`config.mk`:
```
export PLATFORM = sky130hd
export DESIGN_NAME = pcf8591_scan_sequencer
export DESIGN_NICKNAME = d
export VERILOG_FILES = /design/src/rtl/pcf8591_seq_pkg.sv /design/src/rtl/rr_chan_picker.sv /design/src/rtl/pcf8591_scan_sequencer.sv
export SDC_FILE = /design/constraint.sdc
export NUM_CORES = 1
export LEC_CHECK = 0
export CORE_AREA = 4 4 73 75
export DETAILED_ROUTE_END_ITERATION = 16
export DIE_AREA = 0 0 77 79
export PLACE_DENSITY_LB_ADDON = 0.08
export SKIP_CTS_REPAIR_TIMING = 1
export SYNTH_ARGS = -nofsm -noshare
export SYNTH_HDL_FRONTEND = slang
export SYNTH_SLANG_ARGS = --single-unit
```
`constraint.sdc`:
```
create_clock -name clk -period 1.8 [get_ports clk]
set_input_delay 0.45 -clock clk [delete_from_list [all_inputs] [get_ports clk]]
set_output_delay 0.45 -clock clk [all_outputs]
set_load 0.1 [all_outputs]
```
`src/rtl/pcf8591_seq_pkg.sv`:
```
// ============================================================================
// Package : pcf8591_seq_pkg
// Brief   : Shared encodings for the PCF8591 scan sequencer and its helpers.
// Rev     : 1.0  initial release
// ============================================================================
`default_nettype none

package pcf8591_seq_pkg;

  typedef logic [1:0] cmd_op_t;

  localparam cmd_op_t c_OP_WRITE     = 2'd0;
  localparam cmd_op_t c_OP_READ_ACK  = 2'd1;
  localparam cmd_op_t c_OP_READ_NACK = 2'd2;
  localparam cmd_op_t c_OP_STOP_ONLY = 2'd3;

  typedef logic [3:0] seq_state_t;

  localparam seq_state_t c_ST_IDLE    = 4'd0;
  localparam seq_state_t c_ST_W_ADDR  = 4'd1;
  localparam seq_state_t c_ST_W_CTRL  = 4'd2;
  localparam seq_state_t c_ST_W_DAC   = 4'd3;
  localparam seq_state_t c_ST_R_ADDR  = 4'd4;
  localparam seq_state_t c_ST_R_DUMMY = 4'd5;
  localparam seq_state_t c_ST_R_DATA  = 4'd6;
  localparam seq_state_t c_ST_EMIT    = 4'd7;
  localparam seq_state_t c_ST_RECOVER = 4'd8;

  // PCF8591 control byte layout: bit6 analog-output enable, low bits channel.
  localparam int c_CTRL_AOUT_BIT = 6;
  localparam int c_CTRL_CH_LSB   = 0;

  function automatic logic is_write_state(input seq_state_t s);
    return (s == c_ST_W_ADDR) || (s == c_ST_W_CTRL) ||
           (s == c_ST_W_DAC)  || (s == c_ST_R_ADDR);
  endfunction

endpackage

`default_nettype wire

```
`src/rtl/rr_chan_picker.sv`:
```
// ============================================================================
// Module : rr_chan_picker
// Brief  : Picks the first enabled channel strictly after the last one, wrapping.
// Rev    : 1.0  initial release
// ============================================================================
`default_nettype none

module rr_chan_picker #(
  parameter int CHAN_W = 2
) (
  input  logic [(1<<CHAN_W)-1:0] mask,
  input  logic [CHAN_W-1:0]      last,
  output logic [CHAN_W-1:0]      next
);

  localparam int c_NCH = 1 << CHAN_W;

  logic [CHAN_W-1:0] w_idx;

  // Walk from farthest to nearest so the nearest enabled channel wins;
  // k == c_NCH wraps back onto last itself when it is the only one enabled.
  always_comb begin
    next  = last;
    w_idx = last;
    for (int k = c_NCH; k >= 1; k--) begin
      w_idx = last + CHAN_W'(k);
      if (mask[w_idx]) next = w_idx;
    end
  end

endmodule

`default_nettype wire

```
`src/rtl/pcf8591_scan_sequencer.sv`:
```
// ============================================================================
// Module : pcf8591_scan_sequencer
// Brief  : Round-robin PCF8591 ADC scanner issuing byte commands to an I2C master.
//          Define PCF8591_DAC_EN to add the dac_value write phase.
// Rev    : 1.0  initial release
// ============================================================================
`default_nettype none

module pcf8591_scan_sequencer
  import pcf8591_seq_pkg::*;
#(
  parameter logic [6:0] I2C_ADDR = 7'h48,
  parameter int         CHAN_W   = 2
) (
  input  logic                   clk,
  input  logic                   reset,
  input  logic                   enable,
  input  logic                   sample_tick,
  input  logic [(1<<CHAN_W)-1:0] chan_mask,
`ifdef PCF8591_DAC_EN
  input  logic [7:0]             dac_value,
`endif
  output logic                   cmd_valid,
  input  logic                   cmd_ready,
  output logic [1:0]             cmd_op,
  output logic                   cmd_start,
  output logic                   cmd_stop,
  output logic [7:0]             cmd_data,
  input  logic                   rsp_valid,
  input  logic [7:0]             rsp_data,
  input  logic                   rsp_nack,
  output logic                   sample_valid,
  output logic [7:0]             sample_data,
  output logic [CHAN_W-1:0]      sample_chan,
  output logic                   busy,
  output logic                   nack_err,
  output logic                   overrun
);

`ifdef PCF8591_DAC_EN
  localparam logic       c_AOUT_EN    = 1'b1;
  localparam logic       c_CTRL_STOP  = 1'b0;
  localparam seq_state_t c_AFTER_CTRL = c_ST_W_DAC;
`else
  localparam logic       c_AOUT_EN    = 1'b0;
  localparam logic       c_CTRL_STOP  = 1'b1;
  localparam seq_state_t c_AFTER_CTRL = c_ST_R_ADDR;
`endif

  seq_state_t        r_state;
  logic              r_issued;
  logic [CHAN_W-1:0] r_ch;
  logic [7:0]        r_sample_data;
  logic [CHAN_W-1:0] r_sample_chan;
  logic              r_nack_err;
  logic              r_overrun;

  logic [CHAN_W-1:0] w_next_ch;
  logic [7:0]        w_ctrl_byte;
  logic [7:0]        w_dac_byte;
  logic              w_cmd_active;
  seq_state_t        w_succ;

  rr_chan_picker #(.CHAN_W(CHAN_W)) u_picker (
    .mask (chan_mask),
    .last (r_ch),
    .next (w_next_ch)
  );

`ifdef PCF8591_DAC_EN
  assign w_dac_byte = dac_value;
`else
  assign w_dac_byte = 8'h00;
`endif

  always_comb begin
    w_ctrl_byte = 8'h00;
    w_ctrl_byte[c_CTRL_AOUT_BIT] = c_AOUT_EN;
    w_ctrl_byte[c_CTRL_CH_LSB +: CHAN_W] = r_ch;
  end

  // Command fields are a pure function of state, so they stay stable while stalled.
  always_comb begin
    w_cmd_active = 1'b1;
    cmd_op       = c_OP_WRITE;
    cmd_start    = 1'b0;
    cmd_stop     = 1'b0;
    cmd_data     = 8'h00;
    case (r_state)
      c_ST_W_ADDR:  begin cmd_start = 1'b1; cmd_data = {I2C_ADDR, 1'b0}; end
      c_ST_W_CTRL:  begin cmd_data = w_ctrl_byte; cmd_stop = c_CTRL_STOP; end
      c_ST_W_DAC:   begin cmd_data = w_dac_byte; cmd_stop = 1'b1; end
      c_ST_R_ADDR:  begin cmd_start = 1'b1; cmd_data = {I2C_ADDR, 1'b1}; end
      c_ST_R_DUMMY: cmd_op = c_OP_READ_ACK;
      c_ST_R_DATA:  begin cmd_op = c_OP_READ_NACK; cmd_stop = 1'b1; end
      c_ST_RECOVER: begin cmd_op = c_OP_STOP_ONLY; cmd_stop = 1'b1; end
      default:      w_cmd_active = 1'b0;
    endcase
  end

  always_comb begin
    case (r_state)
      c_ST_W_ADDR:  w_succ = c_ST_W_CTRL;
      c_ST_W_CTRL:  w_succ = c_AFTER_CTRL;
      c_ST_W_DAC:   w_succ = c_ST_R_ADDR;
      c_ST_R_ADDR:  w_succ = c_ST_R_DUMMY;
      c_ST_R_DUMMY: w_succ = c_ST_R_DATA;
      c_ST_R_DATA:  w_succ = c_ST_EMIT;
      default:      w_succ = c_ST_IDLE;
    endcase
  end

  always_ff @(posedge clk) begin
    if (reset) begin
      r_state       <= c_ST_IDLE;
      r_issued      <= 1'b0;
      r_ch          <= '1;
      r_sample_data <= 8'h00;
      r_sample_chan <= '0;
      r_nack_err    <= 1'b0;
      r_overrun     <= 1'b0;
    end else begin
      r_nack_err <= 1'b0;
      r_overrun  <= sample_tick && (r_state != c_ST_IDLE);
      if (r_state == c_ST_IDLE) begin
        if (sample_tick && enable && (|chan_mask)) begin
          r_ch    <= w_next_ch;
          r_state <= c_ST_W_ADDR;
        end
      end else if (r_state == c_ST_EMIT) begin
        r_state <= c_ST_IDLE;
      end else if (!w_cmd_active) begin
        r_state  <= c_ST_IDLE;
        r_issued <= 1'b0;
      end else if (!r_issued) begin
        if (cmd_ready) r_issued <= 1'b1;
      end else if (rsp_valid) begin
        r_issued <= 1'b0;
        if (is_write_state(r_state) && rsp_nack) begin
          r_nack_err <= 1'b1;
          r_state    <= c_ST_RECOVER;
        end else begin
          // The R_DUMMY byte is the previous conversion and is dropped.
          if (r_state == c_ST_R_DATA) begin
            r_sample_data <= rsp_data;
            r_sample_chan <= r_ch;
          end
          r_state <= w_succ;
        end
      end
    end
  end

  assign cmd_valid    = w_cmd_active && !r_issued;
  assign sample_valid = (r_state == c_ST_EMIT);
  assign sample_data  = r_sample_data;
  assign sample_chan  = r_sample_chan;
  assign busy         = (r_state != c_ST_IDLE);
  assign nack_err     = r_nack_err;
  assign overrun      = r_overrun;

endmodule

`default_nettype wire

```
# After elaboration in Yosys (flattened, before gate mapping)
# Index checks and enable logic that the tools add are counted.
dict set report op_classes {
  add_sub_neg 3
  n_mul 0
  div_mod_pow 0
  magnitude_cmp 3
  eq_ne 11
  n_shift 0
  muxes 27
  bitwise_logic 6
  n_reduce_logical 22
}
# op count
set ops {}
lappend ops {{two-way mux 4 bit} 7}
lappend ops {{one-hot mux 8 bit (3 select lines)} 1}
lappend ops {{equality test 4 x 3 -> 1 bit, second input constant} 4}
lappend ops {{one-hot mux 3 bit (5 select lines)} 1}
lappend ops {{two-way mux 1 bit} 11}
lappend ops {{less-than comparator 2 x 3 -> 1 bit, second input constant} 3}
lappend ops {{equality test 4 x 2 -> 1 bit, second input constant} 2}
lappend ops {{inequality test 4 x 3 -> 1 bit, second input constant} 2}
lappend ops {{OR reduction 4 bit} 2}
lappend ops {{AND reduction 7 bit} 1}
lappend ops {{OR reduction 7 bit} 1}
lappend ops {{binary-select mux 1 bit (select 2 bit)} 3}
lappend ops {{two-way mux 2 bit} 3}
lappend ops {{NOT 1 bit} 6}
lappend ops {{one-hot mux 2 bit (3 select lines)} 1}
lappend ops {{AND reduction 3 bit} 2}
lappend ops {{OR reduction 6 bit} 1}
lappend ops {{logical AND 1 bit} 5}
lappend ops {{adder 2 bit, second input constant} 2}
lappend ops {{equality test 4 x 1 -> 1 bit, second input constant} 1}
lappend ops {{equality test 4 bit, second input constant} 1}
lappend ops {{logical NOT 4 bit} 1}
lappend ops {{nonzero test 4 bit} 1}
lappend ops {{OR reduction 2 bit} 2}
lappend ops {{6 further kinds} 8}
dict set report totals {
  register_bits 19
  latchBits 0
  ram_bits 0
  mem_bits_ro 0
  in_bits 19
  out_inout_bits 27
  word_cells 79
  n_memories 0
}

# Logic depth before layout (Yosys ltp)
dict set report logic_depth {
  word_depth 11
  mapped_depth 6
  depth_no_buf 6
}

# Modules after synthesis
# A second synthesis with hierarchy kept.
dict set report unflattened {
  cells_unflattened 143
  hier_area_um2 1108.6
}
# module n_inst cells_per_inst area_per_inst_um2 seq_area_each_um2
set by_module_without_submodules {}
lappend by_module_without_submodules {pcf8591_scan_sequencer 1 130 1033.5 380.4}
lappend by_module_without_submodules {rr_chan_picker 1 13 75.1 0.0}

# Worst setup path after synthesis
# Ideal clock, no wire load.
dict set report synth_timing {
  kind {register to output}
  startpoint {register r_state[0]}
  endpoint {output cmd_data[4]}
  arrival_time_ns 3.534
  t_required_ns 1.350
  path_slack_ns -2.184
  path_stages_with_launch 5
  path_buffers 2
  cell_sequence {dfxtp_1 > clkbuf_1 > xnor2_1 > nor3_1 > buf_4}
}
dict set report synth_between {
  elab_chain_cells 2
  word_cells_on_any_way 4
  cone_classes {eq/ne (3); mux (1)}
}
# element line_no
set synth_lines {}
lappend synth_lines {{start, declared} pcf8591_scan_sequencer.sv:50} ;# seq_state_t r_state;
lappend synth_lines {{start signal, assigned} pcf8591_scan_sequencer.sv:115} ;# r_state <= c_ST_IDLE;
lappend synth_lines {{start signal, assigned} pcf8591_scan_sequencer.sv:128} ;# r_state <= c_ST_W_ADDR;
lappend synth_lines {{start signal, assigned} pcf8591_scan_sequencer.sv:131} ;# r_state <= c_ST_IDLE;
lappend synth_lines {{equality test 4 x 3 -> 1 bit, or another cell as far along} pcf8591_scan_sequencer.sv:89} ;# case (r_state)
lappend synth_lines {{one-hot mux 8 bit (3 select lines) *} pcf8591_scan_sequencer.sv:89}
lappend synth_lines {{end, declared} pcf8591_scan_sequencer.sv:28} ;# output logic [7:0] cmd_data,
# Mark *: on every way between the ends. The rest lies on a longest branch, timed or not.

# Worst setup path after layout
dict set report layout_timing {
  startpoint {register r_state[2]}
  endpoint {output cmd_op[1]}
}
dict set report layout_between {
  elab_chain_cells 2
  word_cells_on_any_way 4
  cone_classes {eq/ne (3); mux (1)}
}
# element line_no
set layout_lines {}
lappend layout_lines {{equality test 4 bit or equality test 4 x 3 -> 1 bit (tied branches)} pcf8591_scan_sequencer.sv:89}
lappend layout_lines {{one-hot mux 2 bit (3 select lines) *} pcf8591_scan_sequencer.sv:89}
lappend layout_lines {{end, declared} pcf8591_scan_sequencer.sv:25} ;# output logic [1:0] cmd_op,
# Marked as above.

==> metrics <==
drt drc 0; Initial DRC Count approximately 100; Most Used Layer, Global Route met2; status finished with violations; crit path max fanout 5; Tcrit/Tclk final 1.14; final hold violation count 0; Post-DRT Antenna Nets 0; Final setup viols 11; post-route setup slack -0.261 ns; Crit path arrival time 1.61 ns; area delta synth->final 106%; first-pass GRT wire length roughly 5.4 mm; hold crit path type register to register; Power Density 939 nW/um^2; post-synth top area share 0.333; CTS Sinks 19; #FFs+latches synth 19; Pins Over Slew Limit 0; # port buffers 41; Area contributors post-synth dfxtp_1 (33%), mux2i_1 (8.8%), nor2_1 (7.2%); clk_lat worst skew 0.25 ns; CTS tree done; Netlist Area Pre-Place 1140 sq um; Clock power frac 0.138; vias in the first global route approximately 1200; initial antenna violation count 0; GRT Overall Usage 0.106; Max Fclk 0.485 GHz; Post-synth EDFFs 0; die height 79 um; Seq/Total Area, Yosys 0.333; Netlist cell types 45; total CTS buffers 3; Placer Congestion 0.869; wire length per cell 12.6 um; critical setup path kind register to primary output; startpoint types register; WP data required 1.35 ns; Tmin final approximately 2.1 ns; DIE WIDTH 77 um; hpwl dp 2.42 mm; Die Area around 6100 sq um; Initial Utilization 0.245; worst-path cell chain or2_4, buf_4, mux2_4, nor2_4, buf_12; total gr overflow 0; Sw Share 0.443; CP endpoint kind primary output; ant diodes 0; I/O pin total between 40 and 50; Comb pwr share 0.634; Worst VDD drop 0.496 mV; core area approximately 4700 sq um; Clock Pin Slew Worst Setup and Hold Paths 0.07 ns; Max Buffers Root-to-Sink 2; worst-case clock skew 0.00169 ns; max-cap viol count 0; Post-Layout Cell Count 258; share of layout cells above drive strength 1 0.471; GRT met3 Usage 0.0329; routed wire length 3.25 mm; Mapped Cells ~140; failing checks setup timing; ys flop type dfxtp_1; slowest cell on the critical path dfxtp_4; critical path's largest stage delay 0.36 ns; dpl cells 242; H-tree depth 1; vias per cell 4.72; async set-reset flop share out of synthesis 0; Nets 224; via count 1219; Pint 1.23 mW; warnings from Yosys 0; switching pwr 0.978 mW; RSZ-0062 raised after global routing true; first-pass detailed-route iteration total 4; CTS Root Cell clkbuf_8; mean post-synth cell area 8.22 sq um; dominant cell type by area after synthesis dfxtp_1; Sum Neg Setup Slack -1.44 ns; largest net degree at the start of global routing 17; met1 GRT Util 0.127; Static Leakage 1.01 nW; sequential share of power 0.228; met2 GRT Util 0.179; Placement Rows 25
-- metrics by stage --
| step | worst slack, ns | power [mW] | hold WS (ns) | util | area, sq um |
|---|---|---|---|---|---|
| 6_report | -0.261 | 2.21 | 0.540 | 0.504 | 2350 |
| 5_1_grt | -0.325 | 2.31 | 0.585 | 0.504 | 2350 |
| 4_1_cts | -0.411 | 2.03 | 0.539 | 0.444 | 2070 |
| 3_5_place_dp | -0.309 | 1.72 | 0.522 | 0.434 | 2020 |
| 3_3_place_gp | -0.239 | 1.71 | 0.526 | 0.434 | 2020 |
| 2_1_floorplan | -0.478 | 1.40 | 0.497 | - | 1320 |
-- Yosys cell counts, types with 2 or more instances --
cell type and number:
a21oi_1 7, a31oi_1 2, buf_2 3, buf_4 6, clkbuf_1 6, dfxtp_1 19
inv_1 3, mux2i_1 10, nand2_1 9, nand3_1 3, nor2_1 22, nor2b_1 6
nor3_1 6, nor3b_1 2, o21ai_0 3, o21ai_1 2, or3b_1 2
-- sequential cells by signal (all words and copies together), names as in the netlist --
signal and count:
nack_err 1, overrun 1, r_ch 2, r_issued 1
r_state 4, sample_chan 2, sample_data 8
-- logic make-up (layout without fill, tap and decap cells) --
kind of cell,Yosys count,after routing,synth area share
AND/OR/NAND/NOR,60,60,0.279
XOR/XNOR,1,1,0.00767
other,1,4,0.00328
multiplexers,12,12,0.117
flip-flops,19,19,0.333
buffers and inverters,20,82,0.0887
AO/OA/AOI/OAI,26,26,0.171
-- cell type report --
class,instances,area [sq um]
Clock buffer,4,45.0
Fill cell,414,2310
Inverter,4,28.8
Multi-Input combinational cell,103,851
Sequential cell,19,397
Tap cell,54,67.6
Timing Repair Buffer,74,962
-- final timing paths --
check                   from   endpoint  slack, ns  cells after the start
setup / recovery  r_state[2]  cmd_op[1]      -0.26                      5
hold / removal      r_issued   r_issued       0.54                      2
setup reg to reg  r_state[2]    r_ch[0]      -0.04                      7
hold reg to reg     r_issued   r_issued       0.54                      2
-- cells in the final DEF, fill, tap and decap left out, types with 3 or more instances in the layout --
master           synthesis  layout
nand3_1                  3       3
buf_6                    0       3
a21oi_1                  7       5
buf_12                   0      26
mux2i_1                 10      10
nor3_1                   6       4
clkdlybuf4s50_1          0      17
conb_1                   1       4
nor2b_4                  0       4
nor2_4                   0       5
clkbuf_8                 0       3
inv_1                    3       3
nand2_1                  9       7
buf_4                    6      24
dfxtp_1                 19      14
dfxtp_4                  0       4
buf_8                    0       3
nor2_1                  22      16
-- metal layers --
layer | up-vias | wire (um) | part of all wire
li1 | 610 | - | -
met5 | - | 0 | 0
met2 | 42 | 1590 | 0.49
met4 | 0 | 26 | 0.0080
met1 | 563 | 1410 | 0.44
met3 | 4 | 218 | 0.067
-- worst max-delay path, delay by kind of cell (launching register included) --
kind / cells / cell delay [ns]
AND/OR/NAND/NOR: 2 / 0.40
flip-flops: 1 / 0.36
buffers and inverters: 2 / 0.32
multiplexers: 1 / 0.27
-- power by group through the flow --
stage	Clock (mW)	Sequential, mW	Combinational, mW
floorplan	0	0.523	0.874
global placement	0	0.513	1.20
detailed placement	0	0.513	1.21
CTS	0.322	0.504	1.21
global route	0.332	0.512	1.47
finish	0.305	0.504	1.40
(Power assumes the default switching activity.)
